==> config.mk <==
export PLATFORM = sky130hd
export DESIGN_NAME = debug_stream_router_flat
export DESIGN_NICKNAME = d
export VERILOG_FILES = /design/src/rtl/debug_router_pkg.sv /design/src/rtl/debug_stream_router_if.sv /design/src/rtl/debug_pair_packer.sv /design/src/rtl/debug_stream_router.sv /design/src/flat_wrapper.sv
export SDC_FILE = /design/constraint.sdc
export NUM_CORES = 1
export LEC_CHECK = 0
export CAP_MARGIN = 20
export CORE_AREA = 5 5 361 363
export DETAILED_ROUTE_END_ITERATION = 16
export DIE_AREA = 0 0 366 368
export GPL_ROUTABILITY_DRIVEN = 0
export GPL_TIMING_DRIVEN = 0
export SYNTH_ARGS = -nofsm -noshare
export SYNTH_HDL_FRONTEND = slang
export SYNTH_SLANG_ARGS = --single-unit
==> constraint.sdc <==
create_clock -name aclk -period 6 [get_ports aclk]
set_clock_uncertainty 0.2 [all_clocks]
set_input_delay 1.5 -clock aclk [delete_from_list [all_inputs] [get_ports aclk]]
set_output_delay 1.5 -clock aclk [all_outputs]
set_load 0.01 [all_outputs]
==> src/rtl/debug_router_pkg.sv <==
`default_nettype none
// ------------------------------------------------------------------
// debug_router_pkg: shared types, widths and the lane packing helper
// Rev 1.0
// ------------------------------------------------------------------
package debug_router_pkg;

  localparam int SAMP_W = 12;
  localparam int LANES  = 4;
  localparam int BUF_W  = 128;
  localparam int SRC_W  = 48;

  typedef enum logic [1:0] {
    IDLE  = 2'd0,
    ARMED = 2'd1,
    POST  = 2'd2,
    DONE  = 2'd3
  } cap_state_t;

  // Eight 12-bit lanes into 16-bit slots, MSB-aligned; lanes 0-3 are the older beat.
  function automatic logic [BUF_W-1:0] pack96(input logic [SRC_W-1:0] cur,
                                              input logic [SRC_W-1:0] prev);
    logic [2*SRC_W-1:0] beats;
    pack96 = '0;
    beats  = {cur, prev};
    for (int i = 0; i < 2*LANES; i++) begin
      pack96[16*i+4 +: SAMP_W] = beats[SAMP_W*i +: SAMP_W];
    end
  endfunction

endpackage
`default_nettype wire

==> src/rtl/debug_stream_router_if.sv <==
`default_nettype none
// ------------------------------------------------------------------
// debug_stream_router_if: packed buffer-word stream toward capture
// Rev 1.0
// ------------------------------------------------------------------
interface debug_stream_router_if
  import debug_router_pkg::*;
#(
  parameter int NBUF = 4
);
  logic [NBUF*BUF_W-1:0] buf_tdata;
  logic [NBUF-1:0]       buf_tvalid;

  modport master (output buf_tdata, output buf_tvalid);
  modport slave  (input  buf_tdata, input  buf_tvalid);
endinterface
`default_nettype wire

==> src/rtl/debug_pair_packer.sv <==
`default_nettype none
// ------------------------------------------------------------------
// debug_pair_packer: per-buffer source mux and two-beat word packer
// Rev 1.0
// ------------------------------------------------------------------
module debug_pair_packer
  import debug_router_pkg::*;
#(
  parameter int NSRC  = 8,
  parameter int SEL_W = 3
) (
  input  logic                   aclk,
  input  logic                   aresetn,
  input  logic [NSRC*SRC_W-1:0]  src_i,
  input  logic [SEL_W-1:0]       sel_i,
  input  logic                   decim_i,
  output logic [BUF_W-1:0]       tdata_o,
  output logic                   tvalid_o
);

  logic [SRC_W-1:0] cur;
  logic [SRC_W-1:0] prev_q;
  logic [SEL_W-1:0] sel_q;
  logic             decim_q;
  logic             t_q, t_d;
  logic [BUF_W-1:0] tdata_q;
  logic             tvalid_q, tvalid_d;
  logic             cfg_chg;

  always_comb begin
    cur = '0;
    for (int k = 0; k < NSRC; k++) begin
      if (sel_i == k[SEL_W-1:0]) cur = src_i[k*SRC_W +: SRC_W];
    end
  end

  // A changed select or mode invalidates the word that mixes old and new beats.
  assign cfg_chg  = (sel_i != sel_q) || (decim_i != decim_q);
  assign t_d      = cfg_chg ? 1'b0 : ~t_q;
  assign tvalid_d = !cfg_chg && (!decim_i || t_q);

  always_ff @(posedge aclk or negedge aresetn) begin
    if (!aresetn) begin
      prev_q   <= '0;
      sel_q    <= '0;
      decim_q  <= 1'b0;
      t_q      <= 1'b0;
      tdata_q  <= '0;
      tvalid_q <= 1'b0;
    end else begin
      prev_q   <= cur;
      sel_q    <= sel_i;
      decim_q  <= decim_i;
      t_q      <= t_d;
      tdata_q  <= pack96(cur, prev_q);
      tvalid_q <= tvalid_d;
    end
  end

  assign tdata_o  = tdata_q;
  assign tvalid_o = tvalid_q;

endmodule
`default_nettype wire

==> src/rtl/debug_stream_router.sv <==
`default_nettype none
// ------------------------------------------------------------------
// debug_stream_router: source select/packing per buffer, ACLK phase, capture FSM
// Rev 1.0
// ------------------------------------------------------------------
module debug_stream_router
  import debug_router_pkg::*;
#(
  parameter int NSRC      = 8,
  parameter int NBUF      = 4,
  parameter int NBEAMS    = 2,
  parameter int PHASE_LEN = 3,
  parameter int POSTW     = 16
) (
  input  logic                          aclk,
  input  logic                          aresetn,
  input  logic [NSRC*SRC_W-1:0]         src_i,
  input  logic [NBUF*$clog2(NSRC)-1:0]  sel_i,
  input  logic [NBUF-1:0]               decim_i,
  input  logic [NBEAMS-1:0]             trig_i,
  input  logic [NBEAMS-1:0]             trig_mask_i,
  input  logic                          arm_i,
  input  logic [POSTW-1:0]              post_len_i,
  input  logic                          capture_waiting,
  output logic                          capture_enable,
  output logic                          trigger,
  output logic                          phase_o,
  debug_stream_router_if.master         buf_if
);

  localparam int SEL_W = $clog2(NSRC);
  localparam int PW    = $clog2(PHASE_LEN);
  localparam logic [PW-1:0] PHASE_MAX = PW'(PHASE_LEN - 1);

  logic [NBUF*BUF_W-1:0] tdata;
  logic [NBUF-1:0]       tvalid;

  for (genvar b = 0; b < NBUF; b++) begin : g_buf
    debug_pair_packer #(
      .NSRC  (NSRC),
      .SEL_W (SEL_W)
    ) u_packer (
      .aclk     (aclk),
      .aresetn  (aresetn),
      .src_i    (src_i),
      .sel_i    (sel_i[b*SEL_W +: SEL_W]),
      .decim_i  (decim_i[b]),
      .tdata_o  (tdata[b*BUF_W +: BUF_W]),
      .tvalid_o (tvalid[b])
    );
  end

  assign buf_if.buf_tdata  = tdata;
  assign buf_if.buf_tvalid = tvalid;

  logic [PW-1:0] phase_q, phase_d;

  assign phase_d = (phase_q == PHASE_MAX) ? '0 : phase_q + 1'b1;
  assign phase_o = (phase_q == '0);

  cap_state_t       state_q, state_d;
  logic [POSTW-1:0] cnt_q, cnt_d;
  logic             trig_q, trig_d;
  logic             enable_q, enable_d;

  always_comb begin
    state_d = state_q;
    cnt_d   = cnt_q;
    trig_d  = 1'b0;
    case (state_q)
      IDLE: begin
        if (arm_i && capture_waiting) state_d = ARMED;
      end
      ARMED: begin
        // Dropping arm wins over a coincident trigger.
        if (!arm_i) begin
          state_d = IDLE;
        end else if (|(trig_i & trig_mask_i)) begin
          trig_d  = 1'b1;
          cnt_d   = post_len_i;
          state_d = POST;
        end
      end
      POST: begin
        if (cnt_q == '0) state_d = DONE;
        else             cnt_d   = cnt_q - 1'b1;
      end
      DONE: begin
        if (capture_waiting && !arm_i) state_d = IDLE;
      end
      default: state_d = IDLE;
    endcase
  end

  assign enable_d = (state_d == ARMED) || (state_d == POST);

  always_ff @(posedge aclk or negedge aresetn) begin
    if (!aresetn) begin
      phase_q  <= '0;
      state_q  <= IDLE;
      cnt_q    <= '0;
      trig_q   <= 1'b0;
      enable_q <= 1'b0;
    end else begin
      phase_q  <= phase_d;
      state_q  <= state_d;
      cnt_q    <= cnt_d;
      trig_q   <= trig_d;
      enable_q <= enable_d;
    end
  end

  assign capture_enable = enable_q;
  assign trigger        = trig_q;

endmodule
`default_nettype wire

==> src/flat_wrapper.sv <==
// flat-port wrapper written by rule: the top's interface ports become plain ports
module debug_stream_router_flat import debug_router_pkg::*;
#(
  parameter int NSRC      = 8,
  parameter int NBUF      = 4,
  parameter int NBEAMS    = 2,
  parameter int PHASE_LEN = 3,
  parameter int POSTW     = 16
)
  (aclk, aresetn, src_i, sel_i, decim_i, trig_i, trig_mask_i, arm_i, post_len_i, capture_waiting, capture_enable, trigger, phase_o, buf_if_buf_tdata, buf_if_buf_tvalid);
  debug_stream_router_if #(.NBUF(NBUF)) buf_if_i ();
  input  logic aclk;
  input  logic aresetn;
  input  logic [NSRC*SRC_W-1:0] src_i;
  input  logic [NBUF*$clog2(NSRC)-1:0] sel_i;
  input  logic [NBUF-1:0] decim_i;
  input  logic [NBEAMS-1:0] trig_i;
  input  logic [NBEAMS-1:0] trig_mask_i;
  input  logic arm_i;
  input  logic [POSTW-1:0] post_len_i;
  input  logic capture_waiting;
  output logic capture_enable;
  output logic trigger;
  output logic phase_o;
  output wire logic [$bits(buf_if_i.buf_tdata)-1:0] buf_if_buf_tdata;
  output wire logic [$bits(buf_if_i.buf_tvalid)-1:0] buf_if_buf_tvalid;
  assign buf_if_buf_tdata = buf_if_i.buf_tdata;
  assign buf_if_buf_tvalid = buf_if_i.buf_tvalid;
  debug_stream_router #(.NSRC(NSRC), .NBUF(NBUF), .NBEAMS(NBEAMS), .PHASE_LEN(PHASE_LEN), .POSTW(POSTW)) u_core (.aclk(aclk), .aresetn(aresetn), .src_i(src_i), .sel_i(sel_i), .decim_i(decim_i), .trig_i(trig_i), .trig_mask_i(trig_mask_i), .arm_i(arm_i), .post_len_i(post_len_i), .capture_waiting(capture_waiting), .capture_enable(capture_enable), .trigger(trigger), .phase_o(phase_o), .buf_if(buf_if_i));
endmodule
After elaboration in Yosys (flattened, before gate mapping). Cells that the tools add are included.

Add/subtract/negate cells: 2. Eq/ne operators: 45. Multiplexer cells: 50. Bitwise logic cells: 5. Reduce and logical (&&, ||, !) cells: 34.

Operator list (number): $mux 48 (32); $eq 3x3->1 const B (16); $mux 16 (3); $pmux 16 s2 (1); $eq 3x2->1 const B (8); $logic_not 16->1 (1); $sub 16x1->16 const B (1); $eq 3x1->1 const B (4); $logic_not 3->1 (4); $mux 2 (6); $ne 3x3->1 (4); $logic_not 1->1 (9); $logic_or 1x1->1 (9); $eq 2x2->1 const B (4); $pmux 2 s4 (1); $mux 1 (7); $logic_and 1x1->1 (6); $eq 2x1->1 const B (2); $logic_not 2->1 (2); $ne 1x1->1 (4); $ne 2x2->1 const B (2); $not 1->1 (4); $reduce_and 4->1 (1); $add 2x1->2 const B (1); 4 further kinds (4).

Register bits: 622. Input bits: 424. Output and inout bits: 519. Logic and storage cells: 165.

Depth between registers and ports, before layout.
Depth after elaboration: 9. Gate-level depth with buffers: 10. Mapped depth without buffers: 8.

Hierarchy. Synthesis repeated with hierarchy kept, for this count alone.

Cell total of the unflattened synthesis: 2729. Area, all modules: 30355.4 um^2.

Modules (own cells, without submodules): debug_pair_packer (times used 4, cells each 643, area an instance 7244.4 um^2, seq. area each 2552.4 um^2); debug_stream_router (times used 1, cells each 157, area an instance 1377.6 um^2, seq. area each 550.5 um^2).

Worst setup path after synthesis. No wires, ideal clock.

Kind: input to register. Start: input sel_i[9]. End: register u_core.g_buf[3].u_packer.prev_q[28]. Library setup time: 0.125 ns. Arrival time: 2.907 ns. Data required time: 5.675 ns. Slack: 2.768 ns. Stages on the path: 4. Path buffers: 2. Cell sequence: clkbuf_1 -> buf_1 -> mux4_2 -> mux2_2.

Longest elaborated chain between the ends: 9. Elaborated cells between the ends (all ways): 16.

Ends and longest elaborated chain: start, declared (line flat_wrapper.sv:15) `input logic [NBUF*$clog2(NSRC)-1:0] sel_i;`; $logic_not 3->1 (line debug_pair_packer.sv:33) `if (sel_i == k[SEL_W-1:0]) cur = src_i[k*SRC_W +: SRC_W];`; $mux 48 (7 in series) (line debug_pair_packer.sv:33); $mux 48 * (line debug_pair_packer.sv:33); named net u_core.g_buf[3].u_packer.cur[28] (line debug_pair_packer.sv:21) `logic [SRC_W-1:0] cur;`; end signal, assigned (line debug_pair_packer.sv:51) `prev_q <= cur;`; end, declared (line debug_pair_packer.sv:22) `logic [SRC_W-1:0] prev_q;`.

The timed path passes the listed nets; every way through them passes the cells marked *. A chain may end at the register's enable or synchronous reset.

Final worst setup path.
Start: input sel_i[1]. End: register u_core.g_buf[0].u_packer.prev_q[18].

Longest elaborated chain between the ends: 9. Elaborated cells between the ends (all ways): 16.

Ends and longest elaborated chain (line): $logic_not 3->1 (debug_pair_packer.sv:33); $mux 48 (7 in series) (debug_pair_packer.sv:33); $mux 48 * (debug_pair_packer.sv:33); named net u_core.g_buf[0].u_packer.cur[18] (debug_pair_packer.sv:21); end signal, assigned (debug_pair_packer.sv:51); end, declared (debug_pair_packer.sv:22).

Marks and branches as above.

==> qor.yml <==
power:
  power.leakage_nw: 14.6
  power_mw: 9.91
  ir_worst_vdd_mv: 0.202
  cellPowerDensity_nw_per_um2: 264
detailed_routing:
  viasPerCell: 5.23
  drc: 0
  wl_met3_um: 21100
  wl_met2_um: 82300
  vias: 27525
  routedLengthMet1_um: 66100
  routed_wirelength_um: 180000
  top_layer: "met5"
  post_drt_wl_per_cell_um: 34.1
  ant_nets: 0
  first_pass_iters: 6
  drt_iter0_drc: 3833
clock_tree:
  cts.sinks: 430
  postCtsHoldBufs: 0
  post_cts_buffers: 0
  cts_buffers: 54
  clk_path_buf_depth: 3
  tritoncts: "done"
  clk_pin_slew_worst_paths_ps: 60
  post_cts_resized: 0
  clock_latency_ps: 650
  htreeDepth: 2
  root_buffer: "clkbuf_16"
global_routing:
  grt_overflow: 0
  grt_pass1_wl_um: 237000
  grt_max_degree: 120
  antenna_found_initial: 133
  track_usage_pct: 25.3
  grt_pass1_vias: 27164
layout:
  fill_cells: 13341
  nets: 3895
  area_growth_pct: 54.0
  fin_cells: 5262
  layout-drive-gt1-share_pct: 14.0
timing:
  period_needed_ps: 5790
  drv_slew: 0
  relSlewSlack_pct: 20.0
  hold_slack_ps: 172
  finalSetupViolations: 0
  hold_violations: 0
  fin_tns_setup_ps: 0
  tightest_slew_ps: 1200
  rsz0062_at_grt: "false"
  finalCritPeriodShare_pct: 96.6
  max_freq_ghz: 0.173
synthesis:
  syn_area_per_cell_um2: 9.93
  synth.cell_area_um2: 24400
  ys_seq_elements: 430
  synth_area_leaders: "dfrtp_1, a21oi_1, mux2_2"
  synthCells: 2454
  synth_edf_count: 0
  yosysTopAreaCell: "dfrtp_1"
  yosysWarnings: 0
  ys_seq_area_share_pct: 44.1
  synth_cell_types: 53
  synth_top_area_share_pct: 44.1
  synth_async_sr_flop_share_pct: 100
  synth_ff_type: "dfrtp_1"
floorplan:
  dieArea_um2: 135000
  initial_core_util_pct: 19.2
  core_um2: 127000
  rows: 131
  io_pins: 943
  die_x_um: 366
  die_y_um: 368
run_status:
  status: "finished, final reports clean"
critical_path:
  worst_r2r_startpoint: "u_core.cnt_q[2]"
  startpoint_type: "input port"
  crit_path_end_kind: "flop"
  path_cells: "clkdlybuf4s50_1 > buf_2 > buf_2 > clkbuf_1 > clkbuf_1 > nor2_1 > nand2_1 > nor2_1 > a211oi_1"
  crit_fanout: 10
  critPathMaxStageDelay_ps: 860
  critPathKind: "in2reg"
  startpoint: "sel_i[1]"
  worstPathRequired_ps: 6240
  crit_arrival_ps: 6030
  slowest_stage: "nand2_1"
placed_design:
  numPortBuffers: 814
  dp.cells: 5076
  dpl.hpwl_um: 141000
min_path:
  worstHoldStart: "u_core.g_buf[0].u_packer.prev_q[31]"
  holdCritPathClass: "reg2reg"
flow_run:
  max-cap-violations: 0
==> cell families (layout without fill, tap and decap cells) <==
family                     count (synthesis)  count (layout)  synth area share [%]
muxes                                    273             273                  13.9
buffers and inverters                    386            1320                  8.12
adders and majority gates                  1               1                0.0513
and+or+nand+nor                          263             263                  4.54
xor gates and xnor gates                  12              12                 0.431
DFF                                      430             430                  44.1
other                                      1             213                0.0154
AOI/OAI and AO/OA                       1088            1088                  28.8
==> layer usage <==
layer	vias to the layer above	global-route usage, %
met5	-	0.178
met4	78	12.8
met3	553	10.8
met2	2205	40.6
met1	13400	28.7
li1	11289	-
==> report_power, final <==
group          internal (mW)  switching, mW
combinational           1.34           1.53
clock                   2.05           1.46
sequential              3.27          0.252
total                   6.67           3.24
==> placed cells by master, fill, tap and decap left out, types with 11 or more instances in the layout <==
cell type / n
xnor2_1: 12
diode_2: 85
o21ai_0: 24
nand3_1: 14
clkbuf_1: 220
nand2_1: 32
dfrtp_1: 430
conb_1: 128
o22ai_1: 141
mux2i_1: 55
nor2_1: 184
buf_1: 21
a21oi_1: 542
buf_2: 11
a221oi_1: 158
clkbuf_16: 55
mux4_2: 34
clkdlybuf4s50_1: 813
buf_4: 132
mux2_2: 184
a22o_1: 159
buf_8: 14
a211oi_1: 24
==> cell type report <==
type | count | area (um2) | share of cell area [%]
clock inverter | 32 | 405 | 1.08
tap | 1662 | 2080 | 5.54
antenna | 85 | 213 | 0.567
inverter | 8 | 30.0 | 0.0800
clock buffer | 69 | 1470 | 3.91
timing repair buffer | 833 | 8510 | 22.7
multi-input combinational | 1765 | 12100 | 32.3
sequential | 430 | 10800 | 28.7
buffer | 378 | 1950 | 5.20
==> worst max-delay path: cells and delay by family <==
kind            cells  cell delay (ps)
simple gates        3             1010
buf+inv             5             2670
compound gates      1              830
==> Yosys cell counts (2+ instances only) <==
cell type,number
a221oi_1,158
buf_4,132
o221ai_1,8
inv_2,4
o21ai_1,2
buf_6,3
dfrtp_1,430
mux2i_1,55
o21ai_0,24
nand3_1,14
o22ai_1,141
mux2_2,184
buf_1,21
and2_1,2
a211oi_1,24
a22oi_1,10
or2_2,5
xnor2_1,12
a31oi_1,3
o2bb2ai_1,3
a21oi_1,542
nor3_1,5
nand2b_1,4
nand2_1,32
or3_1,3
nor2_1,184
inv_1,4
nor2b_1,8
a22o_1,159
a21oi_2,2
mux4_2,34
buf_2,11
clkbuf_1,211
==> path summary, 6_finish.rpt <==
check / end / slack (ps) / cells past startpoint
min: u_core.g_buf[0].u_packer.tdata_o[43] / 170 / 0
max: u_core.g_buf[0].u_packer.prev_q[18] / 210 / 9
max reg2reg: u_core.cnt_q[9] / 3330 / 6
min reg2reg: u_core.g_buf[0].u_packer.tdata_o[43] / 170 / 0
min in group asynchronous: u_core.g_buf[1].u_packer.tdata_o[4] / 480 / 1
max in group asynchronous: u_core.g_buf[2].u_packer.prev_q[18] / 3680 / 3
==> flip-flops by register name, indices dropped and copies added, names as in the netlist <==
register	count
u_core.g_buf.u_packer.t_q	4
u_core.g_buf.u_packer.tdata_o	196
u_core.cnt_q	16
u_core.g_buf.u_packer.tvalid_o	4
u_core.g_buf.u_packer.sel_q	12
u_core.g_buf.u_packer.prev_q	188
u_core.phase_q	2
u_core.trigger	1
u_core.g_buf.u_packer.decim_q	4
u_core.state_q	2
u_core.capture_enable	1
==> metrics by stage <==
| stage | setup WS (ps) | cell area (um2) | util (%) |
|---|---|---|---|
| 3_5_place_dp | -235 | 35500 | 28.0 |
| 2_1_floorplan | 2770 | 24900 | - |
| 4_1_cts | 440 | 37300 | 29.5 |
| 6_report | 205 | 37500 | 29.6 |
| 5_1_grt | 265 | 37500 | 29.6 |
| 3_3_place_gp | -17000 | 35100 | 27.7 |
Note: power is estimated with default switching activity, not from simulation.
